$ cat src/rtl/gpio_in_conditioner.sv
// gpio_in_conditioner
//
// Conditions raw pad inputs (SB_IO D_IN_0) before they reach the SoC pin
// consumers (pin interrupts, quadrature, pulse-in). Each pin goes through
// these steps:
//   1. A two-flop synchroniser.
//   2. A per-pin debouncer. A new level is accepted only after it has been
//      seen at the synchroniser output for DEBOUNCE_CYCLES consecutive cycles.
//   3. Registered one-cycle rise/fall pulses. These line up with the first
//      cycle in which the clean level changes.
//   4. Sticky rise/fall event flags with a per-pin clear. If a set and a
//      clear land in the same cycle, the set wins.
//
// Ports
//   io_mainClk      in   1      single clock, all state on its rising edge
//   io_asyncResetn  in   1      asynchronous active-low reset (all state to 0)
//   io_pins_raw     in   WIDTH  raw pad levels, asynchronous to io_mainClk
//   io_evt_clear    in   WIDTH  per-pin clear of both sticky flags
//   io_pins_clean   out  WIDTH  debounced level per pin
//   io_pins_rise    out  WIDTH  one-cycle pulse per accepted 0->1
//   io_pins_fall    out  WIDTH  one-cycle pulse per accepted 1->0
//   io_evt_rise     out  WIDTH  sticky rise-event flags
//   io_evt_fall     out  WIDTH  sticky fall-event flags
//
// Parameters
//   WIDTH            number of conditioned pins
//   DEBOUNCE_CYCLES  1..65535. Number of cycles a new level must persist.
//   CNT_W            counter width. Requires 2**CNT_W > DEBOUNCE_CYCLES.
module gpio_in_conditioner #(
  parameter int WIDTH           = 4,
  parameter int DEBOUNCE_CYCLES = 16,
  parameter int CNT_W           = 16
) (
  input  logic             io_mainClk,
  input  logic             io_asyncResetn,
  input  logic [WIDTH-1:0] io_pins_raw,
  output logic [WIDTH-1:0] io_pins_clean,
  output logic [WIDTH-1:0] io_pins_rise,
  output logic [WIDTH-1:0] io_pins_fall,
  output logic [WIDTH-1:0] io_evt_rise,
  output logic [WIDTH-1:0] io_evt_fall,
  input  logic [WIDTH-1:0] io_evt_clear
);

  // Terminal count. Acceptance happens on the edge where the counter already
  // sits at this value and the level still differs.
  localparam logic [CNT_W-1:0] CNT_MAX = CNT_W'(DEBOUNCE_CYCLES - 1);

  // Saturating debounce step. The counter restarts whenever the level agrees
  // with the accepted one. It also restarts on the acceptance edge itself, so
  // it never exceeds CNT_MAX and never wraps.
  function automatic logic [CNT_W-1:0] cnt_step(input logic [CNT_W-1:0] cnt,
                                                 input logic             differ);
    if (!differ || (cnt == CNT_MAX))
      return '0;
    else
      return cnt + CNT_W'(1);
  endfunction

  for (genvar i = 0; i < WIDTH; i++) begin : g_pin
    logic             sync1_p0;
    logic             sync2_p1;
    logic             stable_p2;
    logic [CNT_W-1:0] cnt_p2;
    logic             rise_p2;
    logic             fall_p2;
    logic             evt_rise_p3;
    logic             evt_fall_p3;
    logic             differ;
    logic             accept;

    assign differ = (sync2_p1 != stable_p2);
    assign accept = differ && (cnt_p2 == CNT_MAX);

    // Stage p0/p1: two-flop synchroniser. Only sync2_p1 feeds the debouncer.
    always_ff @(posedge io_mainClk or negedge io_asyncResetn) begin
      if (!io_asyncResetn) begin
        sync1_p0 <= 1'b0;
        sync2_p1 <= 1'b0;
      end else begin
        sync1_p0 <= io_pins_raw[i];
        sync2_p1 <= sync1_p0;
      end
    end

    // Stage p2: debounce counter, accepted level and the edge pulses. The
    // pulses are registered alongside stable_p2, so they coincide with the
    // first cycle of the new clean level.
    always_ff @(posedge io_mainClk or negedge io_asyncResetn) begin
      if (!io_asyncResetn) begin
        cnt_p2    <= '0;
        stable_p2 <= 1'b0;
        rise_p2   <= 1'b0;
        fall_p2   <= 1'b0;
      end else begin
        cnt_p2  <= cnt_step(cnt_p2, differ);
        rise_p2 <= accept &&  sync2_p1;
        fall_p2 <= accept && !sync2_p1;
        if (accept)
          stable_p2 <= sync2_p1;
      end
    end

    // Stage p3: sticky event flags, set one cycle after the pulse.
    // The set term is ORed in after the clear term, so the set wins.
    always_ff @(posedge io_mainClk or negedge io_asyncResetn) begin
      if (!io_asyncResetn) begin
        evt_rise_p3 <= 1'b0;
        evt_fall_p3 <= 1'b0;
      end else begin
        evt_rise_p3 <= rise_p2 | (evt_rise_p3 & ~io_evt_clear[i]);
        evt_fall_p3 <= fall_p2 | (evt_fall_p3 & ~io_evt_clear[i]);
      end
    end

    assign io_pins_clean[i] = stable_p2;
    assign io_pins_rise[i]  = rise_p2;
    assign io_pins_fall[i]  = fall_p2;
    assign io_evt_rise[i]   = evt_rise_p3;
    assign io_evt_fall[i]   = evt_fall_p3;
  end

endmodule
$ cat config.mk
export PLATFORM = sky130hd
export DESIGN_NAME = gpio_in_conditioner
export DESIGN_NICKNAME = d
export VERILOG_FILES = /design/src/rtl/gpio_in_conditioner.sv
export SDC_FILE = /design/constraint.sdc
export NUM_CORES = 1
export LEC_CHECK = 0
export ABC_AREA = 1
export CAP_MARGIN = 20
export CORE_MARGIN = 1.5
export CORE_UTILIZATION = 55
export DETAILED_ROUTE_END_ITERATION = 6
export PLACE_DENSITY = 0.8
export SKIP_CTS_REPAIR_TIMING = 1
export SYNTH_ARGS = -nofsm -noshare
export SYNTH_HDL_FRONTEND = slang
export SYNTH_SLANG_ARGS = --single-unit
$ cat constraint.sdc
create_clock -name io_mainClk -period 1.7 [get_ports io_mainClk]
set_input_delay 0.51 -clock io_mainClk [delete_from_list [all_inputs] [get_ports io_mainClk]]
set_output_delay 0.51 -clock io_mainClk [all_outputs]
set_load 0.03 [all_outputs]
==> summary.md <==
| Metric | Value |
|---|---|
| Status | finished, final reports clean |
| Synth Area in Adders | 0.0108 |
| Yosys top cell by area | dfrtp_1 |
| Most common cell in the netlist | nor2_1 |
| Cell Count, Final, Fillers Out | slightly above 700 |
| Mapped Area | roughly 4600 um^2 |
| WL per Instance | ~12 um |
| Hold WS | 61.9 ps |
| Root Driver | clkbuf_8 |
| Predominant post-synthesis flop cell | dfrtp_1 |
| Leak | 0.00254 uW |
| Number of global-route vias before repair | 3361 |
| Synth Area in Simple Gates | 0.317 |
| Post-layout min period | 1580 ps |
| Sequential Power Share | 0.607 |
| Post-Place Cells | 689 |
| Measured slew at the worst slew-check pin | a little under 400 ps |
| Grt total ovfl | 0 |
| # IOs | 30 |
| Clk buf depth | 2 |
| Crit-path leading delay family | flip-flops |
| Netlist cell types | 20 |
| Layout cells sized above 1 | 0.0551 |
| Final setup viols | 0 |
| Unrepaired setup endpoints after global routing | false |
| CP arrival | 1070 ps |
| EDFF count, synth | 0 |
| CP max stage delay | 400 ps |
| Worst-Skew Late Latency | 360 ps |
| VDD IR max | 0.000448 V |
| Cell area after placement | just under 5000 um^2 |
| Largest family of logic cells by synthesized area | simple AND/OR/NAND/NOR gates |
| Worst Path Required | between 1000 and 1500 ps |
| DRC marker count from the first detailed-route iteration | 170 |
| Worst hold path class | input pin to asynchronous set/reset pin |
| Area of the multi-input gates | 1920 um^2 |
| Syn Area/Cell | 8.05 um^2 |
| Pin count of the biggest net entering global routing | 41 |
| Site Rows | 33 |
| Crit path kind | flip-flop to primary output |
| Setup Skew | 9.94 ps |
| First-pass GRT wire length | 15000 um |
| Die Span X | 94.8 um |
| Core Area | 8180 um^2 |
| CTS tree | yes |
| H-tree levels | 3 |
| Crit share post-route | 0.932 |
| Total power | 3710 uW |
| Post-synthesis mux area share | 0 |
| N_diodes | 0 |
| Port-buffer cells | 29 |
| Logic gate share of total power | 0.043 |
| Post-route cell area | approximately 5100 um^2 |
| Residual DRC | 0 |
| Mapped Nets | 590 |
| Synth async-reset ratio | 1.00 |
| Crit-path cells | dlymetal6s2s_1 |
| XOR/XNOR Fraction of Synth Area | 0.0586 |
| Routed Antenna Nets | 0 |
| Cell count after synthesis | roughly 580 |
| Compound-gate portion of the synthesized area | 0.0275 |
| Fmax | 631 MHz |
| Vias per inst | 5.16 |
| Synth-to-Final Area Change | 10.4% |
| Max-capacitance violation count | 0 |
| Hold Vio Cnt, Final | 0 |
| Cell Int Power | approximately 2800 uW |
| Clk sinks | 92 |
| Pwr per Cell Area | 725 nW/um^2 |
| Synth top area share | 0.497 |
| Worst Path Buf+Inv | 1 |
| Commonest cells post-synth | nor2_1 (145), nand2_1 (130), dfrtp_1 (92), inv_1 (56), nand3_1 (31) |
| Total GRT Usage | 0.217 |
| TritonRoute pass-1 iters | 5 |
| Worst-path maximum fanout | 4 |
| Sequential cell area fraction in the yosys report | 0.497 |
| Initial antenna violation count | 0 |
| Max-slew violations | 0 |
| Storage cell area | 2300 um^2 |
| DPL Wire Length | 6280 um |
| Leading cell types by total area after synthesis | dfrtp_1 (50%), nor2_1 (12%), nand2_1 (11%) |
| Sw Ratio | 0.243 |
| CP max-delay cell | dfrtp_1 |
| Die height | 94.8 um |
| Clock Power Share | 0.350 |
| Clock transition at the registers of the reported paths | about 90 ps |
| Yosys reg bits | ~90 |
| Warnings from Yosys | 0 |
| Routability congestion estimate | 0.920 |
| Num CTS Buffers | 9 |
| Die area | 8990 um^2 |
| Initial Utilization | 0.567 |
| Routed Wire Length | 8660 um |
| P_sw | 903 uW |
| Worst setup SP type | flip-flop |
| Fillers | 685 |
| # nets final | 609 |
| Max_slew headroom | 0.739 |
| Crit. End Element | primary output |
| Routed via count | 3632 |
routing by layer:
| metal | GRT usage | wire, um |
|---|---|---|
| met4 | 0.0808 | 144 |
| met5 | 0 | 0 |
| met3 | 0.0411 | 416 |
| met2 | 0.357 | 4200 |
| met1 | 0.284 | 3910 |
power by group through the flow:
stage          registers, uW  clock network, uW  logic [uW]
3_5_place_dp            2300                  0         163
3_3_place_gp            2290                  0         157
6_report                2250               1300         159
4_1_cts                 2250               1330         164
2_1_floorplan           2290                  0        82.4
5_1_grt                 2260               1440         188
state kept, by name (all words and copies together) (netlist names):
signal,cells
g_pin.rise_p2,4
g_pin.stable_p2,4
g_pin.evt_fall_p3,4
g_pin.evt_rise_p3,4
g_pin.fall_p2,4
g_pin.sync2_p1,4
g_pin.cnt_p2,64
g_pin.sync1_p0,4
cell usage in the layout, fill, tap and decap left out:
cell type	netlist	final
nand2_2	4	4
buf_4	20	2
nand2_4	3	3
clkbuf_1	0	1
nand4_1	24	24
o21ai_0	9	9
xnor2_1	7	7
nor2_1	145	144
dlymetal6s2s_1	0	20
clkbuf_8	0	9
nand3_1	31	31
buf_12	0	2
nor2_2	4	5
xor2_1	24	24
clkdlybuf4s50_1	0	8
o21bai_1	9	9
ha_1	4	4
inv_1	56	56
nand2_1	130	130
o21ai_1	3	3
nor3_1	4	4
inv_6	0	2
clkinv_2	0	1
dfrtp_1	92	92
nand3_2	3	3
clkinvlp_4	0	2
cell families after synthesis:
logic type,after synthesis
AOI/OAI and AO/OA,21
xor gates and xnor gates,31
adders and majority gates,4
buffers and inverters,80
DFF,92
and+or+nand+nor,348
path summary, 6_finish.rpt:
kind	from	end	slack (ps)	depth (start not counted)
worst max-delay path	g_pin[0].stable_p2$_DFFE_PN0P_	io_pins_clean[0]	120	1
worst min-delay path	io_asyncResetn	g_pin[2].cnt_p2[8]$_DFF_PN0_	60	1
min in group io_mainClk	g_pin[0].sync1_p0$_DFF_PN0_	g_pin[0].sync2_p1$_DFF_PN0_	350	0
worst min register to register	g_pin[0].sync1_p0$_DFF_PN0_	g_pin[0].sync2_p1$_DFF_PN0_	350	0
worst max register to register	g_pin[3].cnt_p2[0]$_DFF_PN0_	g_pin[3].cnt_p2[9]$_DFF_PN0_	210	6
max in group asynchronous	io_asyncResetn	g_pin[0].fall_p2$_DFF_PN0_	1120	2
stage by stage:
step            util  setup TNS, ps  setup slack, ps
2_1_floorplan      -              0              370
3_3_place_gp   0.599              0              130
3_5_place_dp   0.599              0              121
4_1_cts        0.620          -4270             -287
5_1_grt        0.626              0             34.3
6_report       0.626              0              116
final cells by class:
type / count / area share
inverters: 56 / 0.0411
well taps: 105 / 0.0257
clock buffers: 10 / 0.0249
repair buffers: 32 / 0.0753
flip-flops and latches: 92 / 0.450
multi-input cells: 404 / 0.376
clock inverters: 5 / 0.00733
Power figures use the tool's default switching activity.
